**config.mk**
```make
export PLATFORM = sky130hd
export DESIGN_NAME = sram_access_ctrl
export DESIGN_NICKNAME = d
export VERILOG_FILES = /design/src/rtl/sram_pkg.sv /design/src/rtl/sram_wl_decoder.sv /design/src/rtl/sram_access_ctrl.sv
export SDC_FILE = /design/constraint.sdc
export NUM_CORES = 1
export LEC_CHECK = 0
export ABC_AREA = 1
export ABC_CLOCK_PERIOD_IN_PS = 1390
export CORE_AREA = 2 2 250 252
export CTS_CLUSTER_DIAMETER = 60
export DETAILED_ROUTE_END_ITERATION = 10
export DIE_AREA = 0 0 252 254
export PLACE_DENSITY = 0.49
export SYNTH_ARGS = -nofsm -noshare
export SYNTH_HDL_FRONTEND = slang
export SYNTH_SLANG_ARGS = --single-unit
```
**constraint.sdc**
```tcl
create_clock -name clk -period 1.39 [get_ports clk]
set_clock_uncertainty 0.05 [all_clocks]
set_input_delay 0.278 -clock clk [delete_from_list [all_inputs] [get_ports clk]]
set_output_delay 0.278 -clock clk [all_outputs]
set_load 0.05 [all_outputs]
```
**src/rtl/sram_pkg.sv**
```systemverilog
// Shared defaults and FSM encoding for the SRAM access controller.
package sram_pkg;
  localparam int DEF_DATA_W = 32;
  localparam int DEF_DEPTH  = 16;
  localparam int DEF_ADDR_W = $clog2(DEF_DEPTH);

  typedef enum logic [2:0] {
    IDLE,
    SETUP,
    STROBE,
    HOLD,
    RESP
  } state_e;
endpackage

```
**src/rtl/sram_wl_decoder.sv**
```systemverilog
// Address-to-word-line decoder; all lines low when disabled.
module sram_wl_decoder #(
  parameter int DEPTH  = 16,
  parameter int ADDR_W = $clog2(DEPTH)
) (
  input  logic [ADDR_W-1:0] addr_i,
  input  logic              en_i,
  output logic [DEPTH-1:0]  wl_o
);
  always_comb begin
    wl_o = '0;
    if (en_i) wl_o[addr_i] = 1'b1;
  end
endmodule

```
**src/rtl/sram_access_ctrl.sv**
```systemverilog
// Single-port SRAM sequencer: setup / strobe / hold phases per access, read data held until consumed.
module sram_access_ctrl
  import sram_pkg::*;
#(
  parameter int DATA_W = DEF_DATA_W,
  parameter int DEPTH  = DEF_DEPTH,
  parameter int ADDR_W = $clog2(DEPTH)
) (
  input  logic                    clk,
  input  logic                    rst,
  input  logic                    req_valid,
  output logic                    req_ready,
  input  logic                    req_we,
  input  logic [ADDR_W-1:0]       req_addr,
  input  logic [DATA_W-1:0]       req_wdata,
  output logic                    rsp_valid,
  input  logic                    rsp_ready,
  output logic [DATA_W-1:0]       rsp_rdata,
  output logic [DEPTH-1:0]        wl,
  output logic [DATA_W-1:0]       bl_data,
  output logic                    bl_oe,
  input  logic [DEPTH*DATA_W-1:0] arr_dout
);
  state_e                         state_q, state_d;
  logic                           we_q;
  logic [ADDR_W-1:0]              addr_q;
  logic [DATA_W-1:0]              wdata_q;
  logic [DEPTH-1:0]               wl_q, wl_d;
  logic                           bl_oe_q, bl_oe_d;
  logic [DATA_W-1:0]              bl_data_q, bl_data_d;
  logic [DATA_W-1:0]              rdata_q, rdata_d;
  logic [DEPTH-1:0][DATA_W-1:0]   words;
  logic                           accept;

  assign words     = arr_dout;
  assign req_ready = (state_q == IDLE) && !rst;
  assign accept    = (state_q == IDLE) && req_valid;
  assign rsp_valid = (state_q == RESP);
  assign rsp_rdata = rdata_q;
  assign wl        = wl_q;
  assign bl_oe     = bl_oe_q;
  assign bl_data   = bl_data_q;

  // Decoding from SETUP makes the registered word line high in STROBE only.
  sram_wl_decoder #(.DEPTH(DEPTH), .ADDR_W(ADDR_W)) u_dec (
    .addr_i (addr_q),
    .en_i   (state_q == SETUP),
    .wl_o   (wl_d)
  );

  always_comb begin
    state_d   = state_q;
    bl_oe_d   = bl_oe_q;
    bl_data_d = bl_data_q;
    rdata_d   = rdata_q;
    case (state_q)
      IDLE: if (req_valid) begin
        state_d   = SETUP;
        bl_oe_d   = req_we;
        bl_data_d = req_we ? req_wdata : '0;
      end
      SETUP:  state_d = STROBE;
      STROBE: state_d = HOLD;
      HOLD: begin
        bl_oe_d   = 1'b0;
        bl_data_d = '0;
        if (we_q) begin
          state_d = IDLE;
        end else begin
          state_d = RESP;
          rdata_d = words[addr_q];
        end
      end
      RESP:    if (rsp_ready) state_d = IDLE;
      default: state_d = IDLE;
    endcase
  end

  always_ff @(posedge clk) begin
    if (rst) begin
      state_q   <= IDLE;
      we_q      <= 1'b0;
      addr_q    <= '0;
      wdata_q   <= '0;
      wl_q      <= '0;
      bl_oe_q   <= 1'b0;
      bl_data_q <= '0;
      rdata_q   <= '0;
    end else begin
      state_q   <= state_d;
      wl_q      <= wl_d;
      bl_oe_q   <= bl_oe_d;
      bl_data_q <= bl_data_d;
      rdata_q   <= rdata_d;
      if (accept) begin
        we_q    <= req_we;
        addr_q  <= req_addr;
        wdata_q <= req_wdata;
      end
    end
  end

  logic unused_wdata;
  assign unused_wdata = ^wdata_q;
endmodule

```
==> results.toml <==
[die]
rows = 91
die_w_um = 252
dieArea_mm2 = 0.0640
core_mm2 = 0.0613
ios = 636
die_h_um = 254
start_util_pct = 13.9

[clock_tree]
path_clk_slew_ns = 0.07
cts_sinks = 89
cts_tree = "yes"
clk_latency_ns = 0.35
postCtsHoldBufs = 0
htreeDepth = 3
cts_made_buffers = 9
cts_buffer_depth = 2
cts-root-buf = "clkbuf_16"

[drt]
via_per_inst = 4.23
ant_nets = 0
vias = 13400
post_drt_wl_per_cell_um = 21.9
drt_first_pass_iters = 5
drtIter0Drc = 1074
drc_errors = 0
wl_mm = 69.2

[global_route]
grt_pass1_wl_mm = 91.9
antenna_found_initial = 8
grt_max_degree = 45
first_global_vias = 13300
gr-usage-all-layers_pct = 20.0
grt_overflow = 0

[critical_path]
crit_family = "simple AND/OR/NAND/NOR gates"
cp_slowest_cell = "dfxtp_4"
setup.worst_path.class = "flip-flop to flip-flop"
critPathMaxStageDelay_ns = 0.43
cp-end-kind = "flip-flop"
crit_required_ns = 1.58
crit_arrival_ns = 1.94
start_kind = "flip-flop"
crit_chain = "inv_12 -> buf_16 -> buf_4 -> nand3_1 -> nand4_1 -> nand2_1 -> nand2_1 -> nor2_1 -> nor2_1"
path_buf_inv = 3
cp_max_fo = 22

[timing]
clock.fmax_mhz = 572
setup_violations = 70
final_max_slew_viol_count = 0
final-hold-violation-count = 0
setup_ws_ns = -0.359
period_share_pct = 126
hold_ws_ns = 0.437
relSlewSlack_pct = 70.5
layout_min_cycle_time_ns = 1.75
rsz0062_at_grt = "true"
worstMarginPinSlew_ns = 0.442
final.setup.tns_ns = -11.33

[finish]
layout.nets = 2919
final_common_cell = "nand2_1"
area_growth_pct = 123
mostFrequentLayoutCells = "nand2_1 (999), clkdlybuf4s50_1 (552), nand3_1 (136)"
drive_above_1_share_pct = 17.9

[logic_synthesis]
yosysUniqueCellTypes = 20
syn_area_per_cell_um2 = 5.02
yosysWarnings = 0
ys_ff_latch = 89
synth_nets = 2247
ys_seq_area_share_pct = 21.0
synth_area_mm2 = 0.00850
synth_cells = 1694

[placed_design]
gp_congestion = 0.918
placement.io_buffers = 635
dp_hpwl_mm = 54.4

[flow_run]
maxCapViolCount = 0

[worst_hold_path]
hp-class = "input port to flip-flop"

[pwr]
p_leak_uw = 0.00842
vdd_ir_drop_max_mv = 0.506
power_density_mw_per_mm2 = 694

[status]
status = "finished, violations left"
violations = "negative setup slack"
flip-flops by register name (all words and copies together), names as in the netlist:
| register | flops |
|---|---|
| addr_q | 4 |
| state_q | 3 |
| bl_data | 32 |
| we_q | 1 |
| rsp_rdata | 32 |
| wl | 16 |
| bl_oe | 1 |
tightest hold or removal path: stages:
cell and delay, ns:
clkdlybuf4s50_1 0.40, nand2_1 0.06, a21oi_1 0.05
Yosys cell counts:
| cell | count | area (um^2) |
|---|---|---|
| nand2_1 | 1094 | 4110 |
| nand3_1 | 167 | 836 |
| nor2_1 | 90 | 338 |
| dfxtp_1 | 89 | 1780 |
| buf_2 | 63 | 315 |
| a21oi_1 | 39 | 195 |
| o21ai_0 | 36 | 180 |
| nand4_1 | 32 | 200 |
| clkbuf_1 | 24 | 90.1 |
| buf_6 | 19 | 214 |
| buf_4 | 15 | 113 |
| inv_1 | 15 | 56.3 |
| buf_1 | 3 | 11.3 |
| nor2_2 | 2 | 12.5 |
| buf_8 | 1 | 15.0 |
| clkinv_4 | 1 | 8.76 |
| inv_2 | 1 | 3.75 |
| inv_6 | 1 | 8.76 |
| nor3_1 | 1 | 5.00 |
| o211ai_1 | 1 | 7.51 |
layer usage:
metal  share of wire, %  GRT usage, %
met1                 45          25.7
met2                 47          33.8
met3                5.5          3.24
met4                2.9          6.71
met5              0.032             0
what timing repair did:
action,4_1_cts,5_1_grt
setup endpoints to repair,73,79
cloned,8,13
gates resized for setup,118,132
setup buffers,7,7
pin swaps,20,31
kinds of logic (layout without fill, tap and decap cells):
logic type | Yosys count | in the layout | share of synthesized area (%)
flip-flops | 89 | 89 | 21.0
buffers and inverters | 143 | 818 | 9.84
AND/OR/NAND/NOR | 1386 | 1386 | 64.7
other | 0 | 6 | 0
AO/OA/AOI/OAI | 76 | 76 | 4.51
through the flow:
step | instance area, um^2 | std cells | setup WS, ns | util (%) | power, uW
CTS | 18100 | 3139 | -0.361 | 29.6 | 12800
floorplan | 8510 | 1694 | -0.0693 | - | 5670
detailed placement | 17100 | 3116 | -0.692 | 28.0 | 9770
global route | 18900 | 3165 | -0.426 | 30.9 | 13900
global placement | 17100 | 3116 | -0.680 | 28.0 | 9790
finish | 18900 | 3165 | -0.359 | 30.9 | 13100
worst paths after layout:
| check | from | to | slack, ns | depth (start not counted) |
|---|---|---|---|---|
| worst max-delay path | addr_q[0] | rsp_rdata[31] | -0.36 | 9 |
| worst min register to register | we_q | we_q | 0.45 | 2 |
| worst min-delay path | req_wdata[26] | bl_data[26] | 0.44 | 3 |
| worst max register to register | addr_q[0] | rsp_rdata[31] | -0.36 | 9 |
where the power goes:
part,switching [uW],internal (uW)
clock network,1090,1310
logic,4220,3700
registers,159,2660
total,5470,7660
final cells by class:
type                    count  area, um^2
flip-flops and latches     89        1800
repair inverters            1        8.76
clock buffers              10         250
well taps                 790         988
fillers                  6708       42300
inverters                  18         100
multi-input cells        1462        6550
repair buffers            785        9180
clock inverters             4        27.5
diodes                      6        15.0
Power figures use the tool's default switching activity.
